[src/rtl/register_file_pkg.sv]
// Shared datapath constants and types for the general-purpose register file.
// The read ports and the storage top both import this package.
package register_file_pkg;

  localparam int DATA_WIDTH = 64;
  localparam int ADDR_WIDTH = 5;
  localparam int ZERO_REG   = 0;

  typedef logic [ADDR_WIDTH-1:0] reg_addr_t;
  typedef logic [DATA_WIDTH-1:0] reg_data_t;

endpackage

[src/rtl/regfile_read_port.sv]
// One combinational operand-fetch port.
// It selects a stored entry, then applies the zero-register rule and the optional write bypass.
module regfile_read_port #(
  parameter int DATA_WIDTH  = register_file_pkg::DATA_WIDTH,
  parameter int ADDR_WIDTH  = register_file_pkg::ADDR_WIDTH,
  parameter int DEPTH       = 1 << ADDR_WIDTH,
  parameter bit ZERO_REG_EN = 1'b1
) (
  input  logic [ADDR_WIDTH-1:0] addr,
  input  logic [DATA_WIDTH-1:0] entries [DEPTH],
  input  logic                  byp_valid,
  input  logic [ADDR_WIDTH-1:0] byp_addr,
  input  logic [DATA_WIDTH-1:0] byp_data,
  output logic [DATA_WIDTH-1:0] data
);
  import register_file_pkg::*;

  // The zero register wins over the bypass, so a write aimed at entry 0 never leaks through.
  always_comb begin
    data = entries[addr];
    if (ZERO_REG_EN && (addr == ADDR_WIDTH'(ZERO_REG))) begin
      data = '0;
    end else if (byp_valid && (addr == byp_addr)) begin
      data = byp_data;
    end
  end

endmodule

[src/rtl/register_file.sv]
// 32 x 64 general-purpose register file: two combinational read ports and one rising-edge write port.
// Reset clears every entry asynchronously.
module register_file #(
  parameter int DATA_WIDTH  = register_file_pkg::DATA_WIDTH,
  parameter int ADDR_WIDTH  = register_file_pkg::ADDR_WIDTH,
  parameter bit ZERO_REG_EN = 1'b1,
  parameter bit BYPASS_EN   = 1'b0
) (
  input  logic                  clk,
  input  logic                  rst,
  input  logic [ADDR_WIDTH-1:0] read1,
  input  logic [ADDR_WIDTH-1:0] read2,
  input  logic [ADDR_WIDTH-1:0] write_register,
  input  logic                  WEn,
  input  logic [DATA_WIDTH-1:0] Write_data,
  output logic [DATA_WIDTH-1:0] Data1,
  output logic [DATA_WIDTH-1:0] Data2
);
  import register_file_pkg::*;

  localparam int DEPTH = 1 << ADDR_WIDTH;

  logic [DATA_WIDTH-1:0] mem [DEPTH];
  logic                  wr_fire;
  logic                  byp_valid;

  // Writes to the hardwired zero entry are dropped, so that entry stays at its reset value.
  assign wr_fire   = WEn && !(ZERO_REG_EN && (write_register == ADDR_WIDTH'(ZERO_REG)));
  // The bypass is masked during reset so both ports read 0 while rst is high.
  assign byp_valid = BYPASS_EN && WEn && !rst;

  always_ff @(posedge clk or posedge rst) begin
    if (rst) begin
      for (int i = 0; i < DEPTH; i++) begin
        mem[i] <= '0;
      end
    end else if (wr_fire) begin
      mem[write_register] <= Write_data;
    end
  end

  regfile_read_port #(
    .DATA_WIDTH (DATA_WIDTH),
    .ADDR_WIDTH (ADDR_WIDTH),
    .DEPTH      (DEPTH),
    .ZERO_REG_EN(ZERO_REG_EN)
  ) u_port1 (
    .addr     (read1),
    .entries  (mem),
    .byp_valid(byp_valid),
    .byp_addr (write_register),
    .byp_data (Write_data),
    .data     (Data1)
  );

  regfile_read_port #(
    .DATA_WIDTH (DATA_WIDTH),
    .ADDR_WIDTH (ADDR_WIDTH),
    .DEPTH      (DEPTH),
    .ZERO_REG_EN(ZERO_REG_EN)
  ) u_port2 (
    .addr     (read2),
    .entries  (mem),
    .byp_valid(byp_valid),
    .byp_addr (write_register),
    .byp_data (Write_data),
    .data     (Data2)
  );

endmodule

[config.mk]
export PLATFORM = sky130hd
export DESIGN_NAME = register_file
export DESIGN_NICKNAME = d
export VERILOG_FILES = /design/src/rtl/register_file_pkg.sv /design/src/rtl/regfile_read_port.sv /design/src/rtl/register_file.sv
export SDC_FILE = /design/constraint.sdc
export NUM_CORES = 2
export LEC_CHECK = 0
export ABC_CLOCK_PERIOD_IN_PS = 120700
export CORE_MARGIN = 5
export CORE_UTILIZATION = 50
export DETAILED_ROUTE_END_ITERATION = 8
export HOLD_SLACK_MARGIN = 0.08
export PLACE_DENSITY_LB_ADDON = 0.1
export SLEW_MARGIN = 10
export SYNTH_ARGS = -nofsm -noshare
export SYNTH_HDL_FRONTEND = slang
export SYNTH_SLANG_ARGS = --single-unit
export TNS_END_PERCENT = 100
[constraint.sdc]
create_clock -name clk -period 120.7 [get_ports clk]
set_input_delay 18.105 -clock clk [delete_from_list [all_inputs] [get_ports clk]]
set_output_delay 18.105 -clock clk [all_outputs]
set_load 0.05 [all_outputs]
==> key figures <==
Global routing
  – Gr usage total: 0.301
  – Vias in the first global route: 67957
  – Pin count of the biggest net entering global routing: 166
  – Initial antenna violation count: 21
  – First-pass GRT wire length: 495 mm
  – GR Overflow Total: 0

Floorplanning
  – Die width: 475 um
  – Starting Density: 0.503
  – Std-Cell Rows: 170
  – Io pins: 210
  – Core ar.: 215000 um2
  – Chip Height: 475 um
  – Die area: 225000 um2

STA
  – Max-slew violation count: 0
  – Final Hold Fails: 0
  – Relative slew slack: 0.143
  – Worst-case clock skew: 0 ns
  – Post-route setup TNS: 0 ns
  – Crit path time final: 41.36 ns
  – Final WS setup: 79.34 ns
  – Fmax: 24.2 MHz
  – Unrepaired setup endpoints after global routing: false
  – Tcrit/Tclk final: 0.343
  – Worst Tran Pin Value: 1.29 ns
  – Setup violators final: 0

Routing
  – Final ANT Viol Nets: 0
  – Vias/cell: 6.80
  – Remaining DRCs: 0
  – Starting DRC count in detailed routing: 5428
  – 1st-pass router iterations: 5
  – Wire length after detailed routing: 335 mm
  – Vias: 64623
  – Routed WL per cell: 35.3 um

Synthesis
  – Post-Synthesis Cells: 6665
  – Yosys cell types: 53
  – Synth area leader: dfrtp_1
  – Largest cells by area after synthesis: dfrtp_1 (47%), mux4_2 (23%), mux2_2 (21%), mux2i_1 (2.5%), clkbuf_1 (1.6%)
  – Yosys top cell area share: 0.474
  – Number of synthesized flops with an enable pin: 0
  – Syn Std Cell Area: 108000 um2
  – Synth warnings: 0
  – Seq/Total Area, Yosys: 0.474
  – FFs w/ async S/R, synth: 1.00
  – Main synth FF type: dfrtp_1
  – Yosys reg bits: 2047
  – Synth Net Count: 6747
  – Syn avg cell area: 16.2 um2

Critical path
  – Setup Crit Path Kind: input port to output port
  – Reg2Reg Launch Point: mem[33]$_DFFE_PP0P_
  – Reg2Reg Depth: 1
  – R2r setup slk: 119.89 ns
  – Crit-path max FO: 82
  – Startpoint Class: input port
  – Reg-to-reg endpoint: mem[33]$_DFFE_PP0P_
  – Crit path DAT: 23.26 ns
  – Crit. Startpoint: read1[0]
  – Crit end category: output port
  – Worst path required time: 102.60 ns

Cells and area
  – Layout Nets: 6553
  – Top Registers: mem (2047)
  – Largest register FFs: 2047
  – Share of layout cells above drive strength 1: 0.555
  – Area grow syn2layout: 10.2%
  – Largest Register: mem

Placement
  – Pre-CTS WS: 79.13 ns
  – Post-DP HPWL: 185 mm
  – GPL Wtd Cong: 0.779
  – Port Buffers: 209

Clock network
  – Post-CTS Repair Setup Buffers: 0
  – Num CTS Buffers: 223
  – CTS Hold Bufs: 0
  – Worst-path clk slew: 0.06 ns
  – Clock Path Buffers: 3
  – Clock Sinks: 2047
  – Post-cts sizing count: 0
  – Root Buffer: clkbuf_16
  – H-tree level count: 4
  – CTS tree: done
  – Clk Latency, worst-skew pair: 0.86 ns

Power
  – VDD IR max: 0.0000161 V
  – Pwr Density: 17.3 nW/um2
  – Part of the power in registers: 0.442
  – Int Pwr: 1.48 mW
  – Clock power frac: 0.336
  – Leak: 51.5 nW
  – Combinational power share: 0.223
  – Sw frac: 0.278
  – Sw power: 0.573 mW

Min path
  – Worst hold start: mem[2017]$_DFFE_PP0P_
  – Worst hold path type: flop to flop
  – Min-Delay Endpoint: mem[2017]$_DFFE_PP0P_
  – Hold path cells: 0

Run
  – Max_cap viols: 0

Status
  – Outcome: complete, no violations
critical path: stages:
cell and delay (ns):
buf_8 0.49, buf_12 0.61, buf_4 0.72, buf_4 0.89, mux4_2 0.37, nor2b_1 0.14, a211oi_1 0.08, nor3_1 0.72
clkdlybuf4s50_1 0.95
final cells by class:
type                       count  area (um2)
timing repair buffer         363        3360
sequential                  2047       51200
fill                       17123       95800
clock inverter                70         668
clock buffer                 339        6680
tap                         2838        3550
multi-input combinational   3832       53500
inverter                       4        42.5
antenna                        9        22.5
cell usage after synthesis, drive strengths merged (3+ instances only):
cell and count:
and3b 4, a22oi 10, nor2b 10, o21ai 8, or2 16, clkbuf 469, o31ai 3, inv 3
dfrtp 2047, nor3b 6, nand2 38, nor3 9, a21o 86, mux4 1107, a21oi 15, o22a 8
nor2 25, a221oi 5, mux2 2011, o221ai 6, and2 5, a2bb2oi 6, a211oi 10, nand2b 8
nand3 5, mux2i 273, a32o 5, a31oi 3, o22ai 123, buf 313, or3 3, nand3b 5
a221o 3
power by group through the flow:
stage                     registers, mW  logic (mW)  clock network (mW)
after floorplan                   0.894       0.364                   0
after global placement            0.910       0.452                   0
after detailed placement          0.918       0.460                   0
after CTS                         0.907       0.461               0.703
after global routing              0.926       0.489               0.729
final                             0.909       0.458               0.690
cells in the final DEF (no fill, tap or decap), types with 48 or more instances in the layout:
cell             synthesis  routed
a21o_1                  86      86
buf_4                   28     147
clkbuf_1               469      58
clkbuf_16                0     230
clkbuf_8                 0      52
clkdlybuf4s50_1          0     199
clkinv_2                 0      48
dfrtp_1               2047    2047
mux2_2                2011    2011
mux2i_1                273     273
mux4_2                1107    1107
o22ai_1                123     123
through the flow:
| stage | total power [mW] | instance area (um2) | utilization | hold slack [ns] | std cells |
|---|---|---|---|---|---|
| after floorplan | 1.26 | 108000 | - | 0.425 | 6665 |
| after global placement | 1.36 | 112000 | 0.520 | 0.361 | 9084 |
| after detailed placement | 1.38 | 112000 | 0.520 | 0.363 | 9084 |
| after CTS | 2.07 | 119000 | 0.554 | 0.376 | 9493 |
| after global routing | 2.14 | 119000 | 0.554 | 0.386 | 9498 |
| final | 2.06 | 119000 | 0.554 | 0.372 | 9502 |
per-layer routing:
metal	global-route usage	wire [um]	up-vias
li1	-	-	25673
met1	0.431	143000	36106
met2	0.476	159000	2263
met3	0.0535	21600	567
met4	0.0944	11300	14
met5	0	100	-
cells by family (layout without fill, tap and decap cells):
family | Yosys count | after routing | share of synthesized area
other | 0 | 9 | 0
buffers and inverters | 786 | 776 | 0.0334
AND/OR/NAND/NOR | 139 | 139 | 0.00689
multiplexers | 3391 | 3391 | 0.466
AO/OA/AOI/OAI | 302 | 302 | 0.0197
flip-flops | 2047 | 2047 | 0.474
worst max path at each step:
stage | slack (ns) | end
finish | 79.34 | Data1[7]
global route | 78.90 | Data1[14]
CTS | 79.14 | Data1[14]
detailed placement | 79.13 | Data1[14]
global placement | 79.09 | Data1[14]
floorplan | 44.77 | mem[0]$_DFFE_PP0P_
Note: power is estimated with default switching activity, not from simulation.
